<file path="config.mk">
export PLATFORM = sky130hd
export DESIGN_NAME = piso_serializer_flat
export DESIGN_NICKNAME = d
export VERILOG_FILES = /design/src/rtl/serial_pkg.sv /design/src/rtl/piso_serializer_if.sv /design/src/rtl/piso_serializer.sv /design/src/flat_wrapper.sv
export SDC_FILE = /design/constraint.sdc
export NUM_CORES = 1
export LEC_CHECK = 0
export CORE_AREA = 2 2 63 53
export CTS_CLUSTER_DIAMETER = 30
export DETAILED_ROUTE_END_ITERATION = 7
export DIE_AREA = 0 0 65 55
export GPL_TIMING_DRIVEN = 0
export PLACE_DENSITY_LB_ADDON = 0.2
export SLEW_MARGIN = 10
export SYNTH_ARGS = -nofsm -noshare
export SYNTH_HDL_FRONTEND = slang
export SYNTH_SLANG_ARGS = --single-unit
</file>
<file path="constraint.sdc">
create_clock -name clk -period 1.7 [get_ports clk]
set_input_delay 0.34 -clock clk [delete_from_list [all_inputs] [get_ports clk]]
set_output_delay 0.34 -clock clk [all_outputs]
set_load 0.05 [all_outputs]
</file>
<file path="src/rtl/serial_pkg.sv">
// Shared definitions for the serial datapath blocks: FSM state encoding
// and a ceiling-log2 helper used to size bit counters.
package serial_pkg;

  typedef enum logic {
    IDLE  = 1'b0,
    SHIFT = 1'b1
  } state_t;

  // Ceiling log2, never below 1 so a counter always has at least one bit.
  function automatic int clog2(input int value);
    int r;
    int x;
    r = 0;
    x = value - 1;
    while (x > 0) begin
      r++;
      x = x >> 1;
    end
    return (r < 1) ? 1 : r;
  endfunction

endpackage

</file>
<file path="src/rtl/piso_serializer_if.sv">
// Producer-facing handshake plus serial-line outputs of the serializer.
// master: the producer / line driver side; slave: the serializer itself.
interface piso_serializer_if #(
  parameter int WIDTH = 8
);
  logic [WIDTH-1:0] data_in;
  logic             in_valid;
  logic             in_ready;
  logic             bit_en;
  logic             data_out;
  logic             out_valid;
  logic             frame_start;
  logic             frame_last;
  logic             busy;

  modport master (
    output data_in, in_valid, bit_en,
    input  in_ready, data_out, out_valid, frame_start, frame_last, busy
  );

  modport slave (
    input  data_in, in_valid, bit_en,
    output in_ready, data_out, out_valid, frame_start, frame_last, busy
  );
endinterface

</file>
<file path="src/rtl/piso_serializer.sv">
// Parallel-in / serial-out serializer. A one-word holding register sits in
// front of the shift register so the next frame starts on the strobe right
// after the last bit of the current one, with no idle bit between frames.
module piso_serializer
  import serial_pkg::*;
#(
  parameter int WIDTH      = 8,
  parameter bit MSB_FIRST  = 1'b1,
  parameter bit IDLE_LEVEL = 1'b0
) (
  input  logic clk,
  input  logic reset,
  piso_serializer_if.slave bus
);

  localparam int                CNT_W    = clog2(WIDTH);
  localparam logic [CNT_W-1:0]  LAST_CNT = CNT_W'(WIDTH - 1);
  localparam logic [CNT_W-1:0]  CNT_ONE  = CNT_W'(1);

  state_t             state_q, state_d;
  logic [WIDTH-1:0]   hold_q, hold_d;
  logic               hold_full_q, hold_full_d;
  logic [WIDTH-1:0]   shreg_q, shreg_d;
  logic [CNT_W-1:0]   cnt_q, cnt_d;
  logic               dout_q, dout_d;
  logic               oval_q, oval_d;
  logic               fstart_q, fstart_d;
  logic               flast_q, flast_d;
  logic               load;
  logic [WIDTH-1:0]   shifted;

  // The bit that leaves the word first (and, after each shift, next).
  function automatic logic exit_bit(input logic [WIDTH-1:0] w);
    return MSB_FIRST ? w[WIDTH-1] : w[0];
  endfunction

  // Move the word one position towards its exit end, filling with 0.
  function automatic logic [WIDTH-1:0] shift_word(input logic [WIDTH-1:0] w);
    return MSB_FIRST ? {w[WIDTH-2:0], 1'b0} : {1'b0, w[WIDTH-1:1]};
  endfunction

  // Next-state: handshake into the holding register, frame loading and shifting.
  always_comb begin
    state_d     = state_q;
    hold_d      = hold_q;
    hold_full_d = hold_full_q;
    shreg_d     = shreg_q;
    cnt_d       = cnt_q;
    dout_d      = dout_q;
    oval_d      = oval_q;
    fstart_d    = fstart_q;
    flast_d     = flast_q;
    load        = 1'b0;
    shifted     = shift_word(shreg_q);

    // Accept only into an empty holding register; a load needs it full,
    // so accept and load can never happen on the same edge.
    if (bus.in_valid && !hold_full_q) begin
      hold_d      = bus.data_in;
      hold_full_d = 1'b1;
    end

    case (state_q)
      IDLE: begin
        if (bus.bit_en && hold_full_q) load = 1'b1;
      end
      SHIFT: begin
        if (bus.bit_en) begin
          if (cnt_q != LAST_CNT) begin
            shreg_d  = shifted;
            dout_d   = exit_bit(shifted);
            cnt_d    = cnt_q + CNT_ONE;
            fstart_d = 1'b0;
            flast_d  = ((cnt_q + CNT_ONE) == LAST_CNT);
          end else if (hold_full_q) begin
            load = 1'b1;
          end else begin
            dout_d   = IDLE_LEVEL;
            oval_d   = 1'b0;
            fstart_d = 1'b0;
            flast_d  = 1'b0;
            state_d  = IDLE;
          end
        end
      end
      default: state_d = IDLE;
    endcase

    if (load) begin
      shreg_d     = hold_q;
      hold_full_d = 1'b0;
      dout_d      = exit_bit(hold_q);
      oval_d      = 1'b1;
      fstart_d    = 1'b1;
      flast_d     = 1'b0;
      cnt_d       = '0;
      state_d     = SHIFT;
    end
  end

  // State and output registers; reset aborts any frame and drops the held word.
  always_ff @(posedge clk or posedge reset) begin
    if (reset) begin
      state_q     <= IDLE;
      hold_q      <= '0;
      hold_full_q <= 1'b0;
      shreg_q     <= '0;
      cnt_q       <= '0;
      dout_q      <= IDLE_LEVEL;
      oval_q      <= 1'b0;
      fstart_q    <= 1'b0;
      flast_q     <= 1'b0;
    end else begin
      state_q     <= state_d;
      hold_q      <= hold_d;
      hold_full_q <= hold_full_d;
      shreg_q     <= shreg_d;
      cnt_q       <= cnt_d;
      dout_q      <= dout_d;
      oval_q      <= oval_d;
      fstart_q    <= fstart_d;
      flast_q     <= flast_d;
    end
  end

  assign bus.in_ready    = !hold_full_q;
  assign bus.data_out    = dout_q;
  assign bus.out_valid   = oval_q;
  assign bus.frame_start = fstart_q;
  assign bus.frame_last  = flast_q;
  assign bus.busy        = oval_q | hold_full_q;

endmodule

</file>
<file path="src/flat_wrapper.sv">
// flat-port wrapper written by rule: the top's interface ports become plain ports
module piso_serializer_flat import serial_pkg::*;
#(
  parameter int WIDTH      = 8,
  parameter bit MSB_FIRST  = 1'b1,
  parameter bit IDLE_LEVEL = 1'b0
)
  (clk, reset, bus_data_in, bus_in_valid, bus_bit_en, bus_in_ready, bus_data_out, bus_out_valid, bus_frame_start, bus_frame_last, bus_busy);
  piso_serializer_if #(.WIDTH(WIDTH)) bus_i ();
  input  logic clk;
  input  logic reset;
  input wire logic [$bits(bus_i.data_in)-1:0] bus_data_in;
  input wire logic [$bits(bus_i.in_valid)-1:0] bus_in_valid;
  input wire logic [$bits(bus_i.bit_en)-1:0] bus_bit_en;
  output wire logic [$bits(bus_i.in_ready)-1:0] bus_in_ready;
  output wire logic [$bits(bus_i.data_out)-1:0] bus_data_out;
  output wire logic [$bits(bus_i.out_valid)-1:0] bus_out_valid;
  output wire logic [$bits(bus_i.frame_start)-1:0] bus_frame_start;
  output wire logic [$bits(bus_i.frame_last)-1:0] bus_frame_last;
  output wire logic [$bits(bus_i.busy)-1:0] bus_busy;
  assign bus_i.data_in = bus_data_in;
  assign bus_i.in_valid = bus_in_valid;
  assign bus_i.bit_en = bus_bit_en;
  assign bus_in_ready = bus_i.in_ready;
  assign bus_data_out = bus_i.data_out;
  assign bus_out_valid = bus_i.out_valid;
  assign bus_frame_start = bus_i.frame_start;
  assign bus_frame_last = bus_i.frame_last;
  assign bus_busy = bus_i.busy;
  piso_serializer #(.WIDTH(WIDTH), .MSB_FIRST(MSB_FIRST), .IDLE_LEVEL(IDLE_LEVEL)) u_core (.clk(clk), .reset(reset), .bus(bus_i));
endmodule
</file>
==> impl_metrics.json, run 1 <==
{
  "status": "finished, final reports clean",
  "num_io_pins": 18,
  "hold_class": "primary input to flip-flop",
  "drt_iter0_drc": 54,
  "fillCellCount": 281,
  "fp.dieArea_mm2": 0.00358,
  "yosysWarnings": 0,
  "slew_headroom_pct": 39.1,
  "r2r_slack_ps": 100,
  "htree_num_levels": 1,
  "vias": 757,
  "tightest_slew_ps": 912,
  "seq_area_um2": 601,
  "cts_setup_buffers": 0,
  "global_route.overflow_total": 0,
  "clk_latency_ps": 260,
  "yosysMostFrequentCell": "dfrtp_1",
  "vdd_drop_max_uv": 763,
  "period_share_pct": 95.7,
  "slew_violations": 0,
  "grt_pass1_wl_um": 3750,
  "yosysTopAreaCell": "dfrtp_1",
  "timing.fmax_mhz": 615,
  "clock_sinks": 24,
  "first_pass_iters": 4,
  "power_density_mw_per_mm2": 1280,
  "dieWidth_um": 65,
  "grt_pass1_vias": 819,
  "path_class": "flip-flop to output pin",
  "syn_area_mm2": 0.00112,
  "drt_wl_total_um": 2000,
  "ys_seq_area_share_pct": 53.5,
  "fp.dieH_um": 55,
  "fin_crit_ps": 1630,
  "antenna_found_initial": 0,
  "grtUsageTotal_pct": 14.1,
  "final_layout_size_suffix_gt1_share_pct": 21.6,
  "area_delta_synth_final_pct": 21.3,
  "routedWlPerCell_um": 12.8,
  "critical_path_required_ps": 1360,
  "route.detailed.drc": 0,
  "path_max_fanout": 9,
  "detail-route-antenna-nets": 0,
  "multi_input_area_um2": 445,
  "rsz0062_at_grt": "false",
  "diodes": 0,
  "finalWeightedCongestion": 0.733,
  "crit_arrival_ps": 1290,
  "max-cap-violations": 0,
  "ys.flop_type": "dfrtp_1",
  "start_kind": "flip-flop",
  "initial_core_util_pct": 38.1,
  "cts_buffers": 3,
  "clkSlewWorstSetupHoldPaths_ps": 80,
  "synthTopCellsByCount": "24 x dfrtp_1, 15 x a21oi_1, 9 x mux2_2",
  "power_leakage_nw": 0.610,
  "synth_area_per_cell_um2": 11.6,
  "netlist_top_cells_area": "dfrtp_1 53%, mux2_2 9.0%, a21oi_1 6.7%, o2bb2ai_1 4.7%, buf_6 4.0%",
  "syn-num-nets": 112,
  "yosys.area.top_type_share_pct": 53.5,
  "routed_via_density": 4.85,
  "finalHoldViolations": 0,
  "yosysUniqueCellTypes": 28,
  "worst_clock_skew_ps": 2.09,
  "power_mw": 1.75,
  "ys_seq_elements": 24,
  "dp_hpwl_um": 1410,
  "clock_path_buffers": 2,
  "grt_max_degree": 25,
  "setup_violations": 0,
  "cts_tree": "built",
  "num_rows": 18,
  "clockRootBuffer": "clkbuf_8",
  "synth_enable_flop_cells": 0,
  "async_flop_share_pct": 100,
  "tns_ps": 0,
  "nNetsFinal": 133,
  "port_buffers": 16,
  "critPathCaptureType": "output pin",
  "core_region_area_mm2": 0.00295,
  "syn_inst": 97
}
sequential cells by signal, summed over array words and instances, names as in the netlist:
| register | flops |
|---|---|
| u_core.shreg_q | 7 |
| u_core.hold_q | 8 |
| u_core.bus.data_out | 1 |
| u_core.cnt_q | 3 |
| u_core.hold_full_q | 1 |
| u_core.bus.frame_last | 1 |
| u_core.bus.out_valid | 1 |
| u_core.state_q | 1 |
| u_core.bus.frame_start | 1 |
layout make-up:
cell class	instances	share of cell area, %
flip-flops and latches	24	44.1
multi-input cells	62	32.7
repair buffers	16	10.7
plain buffers	7	4.78
well taps	40	3.67
clock buffers	3	3.03
inverters	4	1.10
metal layers:
metal	track usage, %	wire length [um]
met1	17.7	925
met2	24.1	907
met3	4.05	151
met4	4.26	17
met5	0	0
cells by family (layout without fill, tap and decap cells):
logic type               after synthesis  count (layout)  synth area share [%]
AO/OA/AOI/OAI                         29              29                  16.5
flip-flops                            24              24                  53.5
AND/OR/NAND/NOR                       20              20                  9.91
buffers and inverters                 11              30                  6.90
multiplexers                          10              10                  9.91
adder cells (fa/ha/maj)                3               3                  3.34
where the power goes:
group	switching (mW)	internal, mW
registers	0.107	0.755
logic	0.301	0.258
clock network	0.166	0.158
repair_timing:
action | CTS | global route
resized for setup | 9 | 5
setup endpoints to repair | 6 | 4
hold buffers | 0 | 0
stage by stage:
step | hold slack [ps] | area (um^2) | setup WS (ps) | cells | util [%]
after floorplan | 355 | 1120 | 172 | 97 | -
after global placement | 458 | 1330 | -118 | 153 | 45.2
after detailed placement | 475 | 1330 | -134 | 153 | 45.2
after CTS | 338 | 1370 | -70.8 | 156 | 46.5
after global routing | 367 | 1360 | 1.30 | 156 | 46.2
final | 346 | 1360 | 72.8 | 156 | 46.2
worst paths after layout:
| path | startpoint | to | cells after the start |
|---|---|---|---|
| worst max register to register | u_core.cnt_q[0]$_DFFE_PP0P_ | u_core.cnt_q[0]$_DFFE_PP0P_ | 5 |
| max in group asynchronous | reset | u_core.hold_q[4]$_DFFE_PP0P_ | 2 |
| worst min register to register | u_core.bus.frame_last$_DFFE_PP0P_ | u_core.bus.frame_last$_DFFE_PP0P_ | 2 |
| min in group asynchronous | reset | u_core.hold_q[0]$_DFFE_PP0P_ | 2 |
| worst min-delay path | bus_bit_en | u_core.bus.frame_last$_DFFE_PP0P_ | 3 |
| worst max-delay path | u_core.hold_full_q$_DFFE_PP0P_ | bus_busy | 3 |
worst max-delay path: stages, from the launching register on:
cell and delay [ps]:
dfrtp_1 370, buf_4 160, or2_2 280, buf_2 210
cell usage in the layout, fill, tap and decap left out, types with 2 or more instances in the layout:
master,n
a21oi_1,15
buf_2,2
buf_4,2
buf_6,4
clkbuf_8,3
clkdlybuf4s50_1,10
dfrtp_1,24
dlygate4sd2_1,4
ha_1,3
inv_1,4
mux2_2,9
nand2_1,7
nand3_1,2
nor2_1,3
o21ai_0,2
o2bb2ai_1,6
Note: power is estimated with default switching activity, not from simulation.
==> inputs of run 2 (changes only) <==
CTS_BUF_LIST = sky130_fd_sc_hd__clkbuf_2 sky130_fd_sc_hd__clkbuf_4 sky130_fd_sc_hd__clkbuf_8   (was unset)
==> results of run 2 <==
No change in the layout: final DEF, timing and power equal those of run 1.
==> inputs of run 3 (changes only) <==
CTS_CLUSTER_DIAMETER = 200   (was 30)
==> results of run 3 <==
No change in the layout: final DEF, timing and power equal those of run 1.
